[src/rtl/seg7_scan_ctrl.sv]
// Scan controller for a bank of common-anode 7-segment digits: double-buffered
// display value, valid/ready load port, inter-digit blanking and leading-zero blanking.
module seg7_scan_ctrl #(
  parameter int NUM_DIG = 4,
  parameter int DWELL   = 50000,
  parameter int BLANK   = 500
) (
  input  logic                 iCLK,
  input  logic                 iRST_N,
  input  logic [4*NUM_DIG-1:0] iDATA,
  input  logic [NUM_DIG-1:0]   iDP,
  input  logic                 iLZ_EN,
  input  logic                 iVALID,
  output logic                 oREADY,
  output logic [3:0]           oDIG,
  output logic                 oBLANK,
  output logic                 oDP,
  output logic [NUM_DIG-1:0]   oCOM,
  output logic                 oFRAME
);

  localparam int MAXC  = (DWELL > BLANK) ? DWELL : BLANK;
  localparam int CNT_W = $clog2(MAXC);
  localparam int IDX_W = $clog2(NUM_DIG);
  localparam logic [IDX_W-1:0] LAST_IDX = IDX_W'(NUM_DIG - 1);
  localparam logic [CNT_W-1:0] GAP_END  = CNT_W'(BLANK - 1);
  localparam logic [CNT_W-1:0] SHOW_END = CNT_W'(DWELL - 1);

  typedef enum logic {GAP = 1'b0, SHOW = 1'b1} state_t;

  state_t               r_state;
  state_t               w_stateNext;
  logic [CNT_W-1:0]     r_cnt;
  logic [CNT_W-1:0]     w_cntNext;
  logic [IDX_W-1:0]     r_idx;
  logic [IDX_W-1:0]     w_idxNext;
  logic                 r_first;
  logic                 w_firstNext;
  logic                 w_boundary;

  logic [4*NUM_DIG-1:0] r_act;
  logic [NUM_DIG-1:0]   r_actDp;
  logic                 r_actLz;
  logic [4*NUM_DIG-1:0] r_pend;
  logic [NUM_DIG-1:0]   r_pendDp;
  logic                 r_pendLz;
  logic                 r_pendFull;

  logic                 w_capture;
  logic                 w_transfer;
  logic [4*NUM_DIG-1:0] w_actNext;
  logic [NUM_DIG-1:0]   w_actDpNext;
  logic                 w_actLzNext;
  logic                 w_pendFullNext;

  logic [NUM_DIG-1:0]   w_sup;
  logic                 w_zeroAbove;

  logic                 r_ready;
  logic [3:0]           r_dig;
  logic                 r_blank;
  logic                 r_dp;
  logic [NUM_DIG-1:0]   r_com;
  logic                 r_frame;
  logic [3:0]           w_digNext;
  logic                 w_blankNext;
  logic                 w_dpNext;
  logic [NUM_DIG-1:0]   w_comNext;

  always_ff @(posedge iCLK or negedge iRST_N) begin
    if (!iRST_N) r_state <= GAP;
    else         r_state <= w_stateNext;
  end

  // idx only moves when leaving a gap, so the gap after a digit still carries
  // that digit's index; the very first gap after reset must not advance it.
  always_comb begin
    w_stateNext = r_state;
    w_cntNext   = r_cnt + 1'b1;
    w_idxNext   = r_idx;
    w_firstNext = r_first;
    w_boundary  = 1'b0;
    case (r_state)
      GAP: begin
        if (r_cnt == GAP_END) begin
          w_cntNext   = '0;
          w_stateNext = SHOW;
          w_firstNext = 1'b0;
          if (!r_first) begin
            w_idxNext  = (r_idx == LAST_IDX) ? '0 : r_idx + 1'b1;
            w_boundary = (r_idx == LAST_IDX);
          end
        end
      end
      SHOW: begin
        if (r_cnt == SHOW_END) begin
          w_cntNext   = '0;
          w_stateNext = GAP;
        end
      end
      default: w_stateNext = GAP;
    endcase
  end

  always_comb begin
    w_capture      = iVALID & r_ready;
    w_transfer     = w_boundary & r_pendFull;
    w_actNext      = w_transfer ? r_pend   : r_act;
    w_actDpNext    = w_transfer ? r_pendDp : r_actDp;
    w_actLzNext    = w_transfer ? r_pendLz : r_actLz;
    w_pendFullNext = r_pendFull;
    if (w_capture)       w_pendFullNext = 1'b1;
    else if (w_transfer) w_pendFullNext = 1'b0;
  end

  // Walk down from the top digit; a digit is blankable while everything at or above it is zero.
  always_comb begin
    w_zeroAbove = 1'b1;
    w_sup       = '0;
    for (int n = NUM_DIG - 1; n >= 0; n--) begin
      w_zeroAbove = w_zeroAbove & (w_actNext[4*n +: 4] == 4'h0);
      w_sup[n]    = w_actLzNext & w_zeroAbove & (n != 0);
    end
  end

  always_comb begin
    w_comNext   = '1;
    w_digNext   = 4'h0;
    w_blankNext = 1'b1;
    w_dpNext    = 1'b0;
    if (w_stateNext == SHOW) begin
      w_comNext[w_idxNext] = 1'b0;
      w_digNext            = w_actNext[{w_idxNext, 2'b00} +: 4];
      w_dpNext             = w_actDpNext[w_idxNext];
      w_blankNext          = w_sup[w_idxNext];
    end
  end

  // Outputs are registered from next-state values so they line up with the state register.
  always_ff @(posedge iCLK or negedge iRST_N) begin
    if (!iRST_N) begin
      r_cnt      <= '0;
      r_idx      <= '0;
      r_first    <= 1'b1;
      r_act      <= '0;
      r_actDp    <= '0;
      r_actLz    <= 1'b0;
      r_pend     <= '0;
      r_pendDp   <= '0;
      r_pendLz   <= 1'b0;
      r_pendFull <= 1'b0;
      r_ready    <= 1'b1;
      r_dig      <= 4'h0;
      r_blank    <= 1'b1;
      r_dp       <= 1'b0;
      r_com      <= '1;
      r_frame    <= 1'b0;
    end else begin
      r_cnt      <= w_cntNext;
      r_idx      <= w_idxNext;
      r_first    <= w_firstNext;
      r_act      <= w_actNext;
      r_actDp    <= w_actDpNext;
      r_actLz    <= w_actLzNext;
      if (w_capture) begin
        r_pend   <= iDATA;
        r_pendDp <= iDP;
        r_pendLz <= iLZ_EN;
      end
      r_pendFull <= w_pendFullNext;
      r_ready    <= ~w_pendFullNext;
      r_dig      <= w_digNext;
      r_blank    <= w_blankNext;
      r_dp       <= w_dpNext;
      r_com      <= w_comNext;
      r_frame    <= w_boundary;
    end
  end

  assign oREADY = r_ready;
  assign oDIG   = r_dig;
  assign oBLANK = r_blank;
  assign oDP    = r_dp;
  assign oCOM   = r_com;
  assign oFRAME = r_frame;

endmodule
[config.mk]
export PLATFORM = sky130hd
export DESIGN_NAME = seg7_scan_ctrl
export DESIGN_NICKNAME = d
export VERILOG_FILES = /design/src/rtl/seg7_scan_ctrl.sv
export SDC_FILE = /design/constraint.sdc
export NUM_CORES = 1
export LEC_CHECK = 0
export ABC_AREA = 1
export CORE_MARGIN = 3
export CORE_UTILIZATION = 60
export DETAILED_ROUTE_END_ITERATION = 6
export PLACE_DENSITY = 0.84
export SLEW_MARGIN = 20
export SYNTH_ARGS = -nofsm -noshare
export SYNTH_HDL_FRONTEND = slang
export SYNTH_SLANG_ARGS = --single-unit
[constraint.sdc]
create_clock -name iCLK -period 3.9 [get_ports iCLK]
set_clock_uncertainty 0.1 [all_clocks]
set_input_delay 0.78 -clock iCLK [delete_from_list [all_inputs] [get_ports iCLK]]
set_output_delay 0.78 -clock iCLK [all_outputs]
set_load 0.05 [all_outputs]
==> out/qor.yml, run 1 <==
global_routing:
  grt.met1_usage_pct: 30.8
  grt_pass1_vias: 2693
  antenna_found_initial: 0
  grt_util_met2_pct: 40.3
  grt_usage_pct: 24.4
  grt_pass1_wl_microns: 12300
  grt_max_degree: 33
  grt_most_used_layer: "met2"
  gr-total-overflow: 0
  globalRouteMet3Util_pct: 6.94
die:
  die_y_microns: 82.4
  die_w_microns: 82.4
  rows: 27
  io_pins: 36
  die_area_sq_um: 6790
  core_sq_um: 5570
  start_util_pct: 62.9
min_path:
  hold_path_class: "flip-flop to flip-flop"
  hold_path_depth: 1
finish:
  final_common_cell: "nand2_1"
  syn2layout_area_growth_pct: 19.4
  layout_common_cells: "nand2_1 (93), dfrtp_1 (68), inv_1 (48)"
  final_area_sq_um: 4180
  fin_nets: 452
  multi_input_area_sq_um: 1370
  antenna_cells: 0
  drive_gt1_share_pct: 19.0
  regArea_sq_um: 1890
  nFillCells: 388
clock_tree:
  cts_buffers: 9
  clk_latency_ns: 0.35
  htreeDepth: 3
  root_buffer: "clkbuf_8"
  clk_pin_slew_worst_paths_ns: 0.07
  tritoncts: "built"
  hold_buffers: 0
  cts.sinks: 75
  post-cts-setup-buffers: 0
  post_cts_resized: 0
  cts_buffer_depth: 2
setup_path:
  path_delay_family: "buffers and inverters"
  crit_path_end_kind: "output pin"
  cp-start-kind: "flip-flop"
  worst-setup-path-type: "flip-flop to output pin"
  timing.critical_path.buf_inv: 1
  worstPathMaxFanout: 2
  cp_slowest_cell: "clkdlybuf4s50_1"
  required_ns: 3.02
  crit_cells: 1
  cp_slowest_stage_delay_ns: 0.79
  cp.arrival_ns: 1.68
  worstRegToRegCells: 9
  cp_cell_sequence: "clkdlybuf4s50_1"
sta:
  hold_viol_final: 0
  timing.fmax_ghz: 0.391
  worstMarginPinSlew_ns: 1.03
  period_share_pct: 65.5
  fin_crit_ns: 2.56
  slew_violations: 0
  setup-tns-final_ns: 0
  grt_setup_unrepaired: "false"
  hold_slack_ns: 0.368
  finalSetupViolCount: 0
  slew_headroom_pct: 31.5
power_and_ir_drop:
  p_leak_nw: 2.16
  p_total_w: 0.00158
  ir_drop_mv: 0.331
  p_per_area_nw_per_um2: 377
placed_design:
  placed_area_sq_um: 3920
  globalplace.congestion: 0.876
  hpwl_microns: 5070
  portBuffers: 35
yosys:
  ys_seq_elements: 75
  syn_area_sq_um: 3500
  synth_seq_area_share_pct: 53.8
  syn_inst: 383
  ys_types: 33
  syn_area_per_cell_sq_um: 9.15
  yosysTopAreaCellShare_pct: 48.6
  syn_nets: 409
  yosys.area.top_type: "dfrtp_1"
  synth.area.top_cells: "dfrtp_1 (49%), nand2_1 (10%), mux2_2 (5.5%)"
  synth-warning-count: 0
detailed_routing:
  ant_nets: 0
  drc: 0
  post_drt_wl_per_cell_microns: 14.6
  first_pass_iters: 4
  vias: 2647
  initialDrtViolationCount: 153
  viasPerCell: 5.26
  wl_microns: 7330
flow_run:
  maxCapViolations: 0
status:
  status: "completed"
## sequential cells by signal, indices dropped and copies added, names as in the netlist
signal,flops
r_first,1
r_act,16
oREADY,1
r_actDp,4
r_state,1
oDIG,4
r_idx,2
r_pendDp,4
oDP,1
r_pendFull,1
r_cnt,16
oCOM,4
r_pendLz,1
oFRAME,1
r_actLz,1
oBLANK,1
r_pend,16
## per-layer routing
| metal | vias to the layer above | share of wire [%] |
|---|---|---|
| met5 | - | 0 |
| met4 | 0 | 1.4 |
| met3 | 12 | 6.7 |
| met2 | 83 | 50 |
| met1 | 1271 | 42 |
| li1 | 1281 | - |
## cell type report
type | instances | share of cell area, %
Clock buffer | 11 | 3.62
Inverter | 57 | 5.12
Multi-Input combinational cell | 245 | 32.7
Timing Repair Buffer | 38 | 8.80
Sequential cell | 75 | 45.1
Tap cell | 72 | 2.15
Clock inverter | 5 | 2.54
## metrics by stage
stage	worst slack, ns	cells	util [%]
after floorplan	1.98	383	-
after global placement	1.37	487	70.4
after detailed placement	1.29	487	70.4
after CTS	1.33	503	75.0
after global routing	1.30	503	75.0
final	1.34	503	75.0
## synth_stat cells
library cell and count:
xor2_1 4, nand3_1 10, a31oi_1 1, and2_4 1
nand4_1 8, nor4_1 4, nor2_2 6, dfrtp_1 68
nor2_8 2, inv_2 8, nand3_4 1, a21oi_1 6
ha_1 2, nor4_2 1, mux2_2 17, nor2_1 46
nor3_1 6, nand2_1 93, o21ai_2 1, nand4_4 1
nand2_4 3, a221oi_1 1, inv_1 48, dfstp_2 7
clkinv_1 1, clkbuf_1 4, buf_6 2, xor2_2 1
o21ai_1 11, nor2_4 4, o21ai_4 1, nand2_2 8
o21ai_0 6
## worst reg2reg max path: stages (launching register included)
cell and delay, ns:
dfrtp_1 0.38, ha_1 0.24, nand3_1 0.17, nor2_2 0.22, nand3_4 0.12, xor2_2 0.41, nand2_1 0.27, o21ai_1 0.21
nor2_1 0.06, nor2_1 0.11
## worst paths after layout
check	from	endpoint	slack [ns]
worst max-delay path	oREADY$_DFF_PN1_	oREADY	1.34
worst min register to register	r_cnt[0]$_DFF_PN0_	r_cnt[0]$_DFF_PN0_	0.37
max in group asynchronous	iRST_N	r_first$_DFFE_PN1P_	2.44
min in group asynchronous	iRST_N	r_cnt[12]$_DFF_PN0_	0.38
worst min-delay path	r_cnt[0]$_DFF_PN0_	r_cnt[0]$_DFF_PN0_	0.37
worst max register to register	r_cnt[0]$_DFF_PN0_	oDIG[2]$_DFF_PN0_	1.55
## power breakdown
group / internal (W) / switching, W / total (W)
registers: 0.000777 / 0 / 0.000777
clock network: 0.000462 / 0.000298 / 0.000760
logic: 0.0000208 / 0.0000175 / 0.0000383
## cell families after synthesis
kind of cell,synth area share [%]
AND/OR/NAND/NOR,26.9
adder cells (fa/ha/maj),0.714
XOR/XNOR,1.46
flip-flops,53.8
buffers and inverters,7.18
AO/OA/AOI/OAI,4.43
multiplexers,5.46
No activity file was read; power rests on OpenSTA's default activity.
==> run 2: changes to the inputs <==
Settings changed: CORE_UTILIZATION 60 to 56, PLACE_DENSITY 0.84 to 0.79.
Clock period 3.9 ns to 2.5 ns, I/O delays scaled along.
==> run 2 against run 1 <==
  * Register-to-register slack got worse by 1.3 ns
  * Highest routed layer unchanged
  * Combinational power rose by 57%
  * Worst setup slack got worse by 1.1 ns
  * Global-route usage fell by 2.8 points
  * Largest power group unchanged
  * Sequential power rose by 56%
  * Sequential share of layout area rose by 0.60 points
  * Cell count rose by 0.60%
  * Cell area fell by 1.3%
  * Largest cell class unchanged
  * Hold slack got worse by 0.31 ns
  * Critical path depth did not move
  * First-iteration DRC count rose by 10%
  * Wire length fell by 5.0%
==> out/qor.yml, run 2 (same netlist as run 1, synthesis figures left out) <==
placed_design:
  dp_slack_ns: 0.298
  placed_area_sq_um: 3940
  portBuffers: 35
  globalplace.congestion: 0.863
  hpwl_microns: 5170
sta:
  slew_headroom_pct: 66.5
  hold_viol_final: 0
  timing.fmax_ghz: 0.438
  fin_crit_ns: 2.28
  worstMarginPinSlew_ns: 0.501
  grt_setup_unrepaired: "false"
  period_share_pct: 91.3
  finalSetupViolCount: 0
  slew_violations: 0
  setup_slack_ns: 0.217
  setup-tns-final_ns: 0
finish:
  layout_common_cells: "nand2_1 (93), dfrtp_1 (68), inv_1 (48)"
  antenna_cells: 0
  top_regs: "r_act: 16 flops, r_cnt: 16 flops, r_pend: 16 flops"
  final_common_cell: "nand2_1"
  fin_nets: 452
  drive_gt1_share_pct: 19.0
  final_area_sq_um: 4130
  syn2layout_area_growth_pct: 17.8
setup_path:
  worst-setup-path-type: "flip-flop to output pin"
  crit_cells: 1
  timing.critical_path.buf_inv: 1
  worstPathMaxFanout: 2
  cp-start-kind: "flip-flop"
  crit_path_end_kind: "output pin"
  worstRegToRegCells: 13
  cp.arrival_ns: 1.68
  required_ns: 1.90
  cp_slowest_stage_delay_ns: 0.80
  cp_slowest_cell: "clkdlybuf4s50_1"
  worstReg2RegEnd: "oBLANK$_DFF_PN1_"
  rrSetupSlack_ns: 0.25
  path_delay_family: "buffers and inverters"
  r2r-start: "r_cnt[10]$_DFF_PN0_"
  cp_cell_sequence: "clkdlybuf4s50_1"
clock_tree:
  root_buffer: "clkbuf_8"
  htreeDepth: 3
  cts.sinks: 75
  post_cts_resized: 0
  tritoncts: "built"
  post-cts-setup-buffers: 0
  clk_pin_slew_worst_paths_ns: 0.09
  cts_buffer_depth: 2
  cts_buffers: 9
  clk_latency_ns: 0.35
  hold_buffers: 0
detailed_routing:
  first_pass_iters: 4
  ant_nets: 0
  viasPerCell: 5.15
  post_drt_wl_per_cell_microns: 13.8
  drc: 0
  initialDrtViolationCount: 169
  wl_microns: 6960
  vias: 2608
global_routing:
  grt_pass1_wl_microns: 12200
  antenna_found_initial: 0
  gr-total-overflow: 0
  grt.met1_usage_pct: 26.5
  globalRouteMet3Util_pct: 6.70
  grt_most_used_layer: "met2"
  grt_pass1_vias: 2663
  grt_max_degree: 76
  grt_usage_pct: 21.6
  grt_util_met2_pct: 36.4
die:
  die_w_microns: 85.1
  die_y_microns: 85.1
  start_util_pct: 58.5
  rows: 28
  core_sq_um: 5990
  die_area_sq_um: 7240
  io_pins: 36
power_and_ir_drop:
  power_frac_clock_pct: 40.6
  p_int_w: 0.00166
  pwr-share-comb_pct: 2.8
  seq_power_share_pct: 56.6
  p_switching_w: 0.000482
  p_per_area_nw_per_um2: 520
  p_sw_share_pct: 22.5
  p_total_w: 0.00214
  ir_drop_mv: 0.483
  p_leak_nw: 2.13
status:
  status: "completed"
flow_run:
  maxCapViolations: 0
min_path:
  hold_path_class: "primary input to asynchronous set/reset pin"
## run 2: cell types whose count changed in the layout (fill, tap and decap cells not counted)
cell,change
clkinv_4,+1
clkinv_2,+2
buf_4,-1
buf_12,+1
bufinv_16,-3
## run 2: power groups by stage
| stage | Combinational, W | Sequential, W | Clock (W) |
|---|---|---|---|
| after floorplan | 0.000000334 | 0.00124 | 0 |
| after global placement | 0.0000617 | 0.00124 | 0 |
| after detailed placement | 0.0000622 | 0.00124 | 0 |
| after CTS | 0.0000624 | 0.00121 | 0.000886 |
| after global routing | 0.0000668 | 0.00121 | 0.000937 |
| final | 0.0000603 | 0.00121 | 0.000871 |
## run 2: worst max-delay path by stage
stage	slack, ns	endpoint	from
global route	0.07	oBLANK$_DFF_PN1_	r_idx[0]$_DFF_PN0_
global placement	0.36	oDIG[3]$_DFF_PN0_	r_cnt[0]$_DFF_PN0_
detailed placement	0.30	oBLANK$_DFF_PN1_	r_idx[0]$_DFF_PN0_
floorplan	0.64	oDIG[1]$_DFF_PN0_	r_cnt[0]$_DFF_PN0_
finish	0.22	oREADY	oREADY$_DFF_PN1_
CTS	0.20	oREADY	oREADY$_DFF_PN1_
## run 2: stage by stage
stage / hold slack, ns / utilization [%] / instances
2_1_floorplan: 0.104 / - / 383
3_3_place_gp: 0.344 / 65.8 / 490
3_5_place_dp: 0.361 / 65.8 / 490
4_1_cts: 0.0812 / 68.9 / 506
5_1_grt: 0.0832 / 68.9 / 506
6_report: 0.0623 / 68.9 / 506
## run 2: routing by layer
| layer | up-vias | share of wire (%) |
|---|---|---|
| li1 | 1285 | - |
| met1 | 1232 | 42 |
| met2 | 76 | 51 |
| met3 | 15 | 5.3 |
| met4 | 0 | 1.7 |
| met5 | - | 0 |
## run 2: cell type report
cell class | instances | area, sq um
Clock buffer | 11 | 151
Multi-Input combinational cell | 245 | 1370
Timing Repair Buffer | 38 | 380
Clock inverter | 5 | 35.0
Fill cell | 476 | 1860
Inverter | 57 | 214
Tap cell | 75 | 93.8
Sequential cell | 75 | 1890
==> run 3: changes to the inputs <==
Settings changed: GPL_ROUTABILITY_DRIVEN set to 0.
==> results of run 3 <==
Final layout, timing and power as in run 2 (identical DEF).
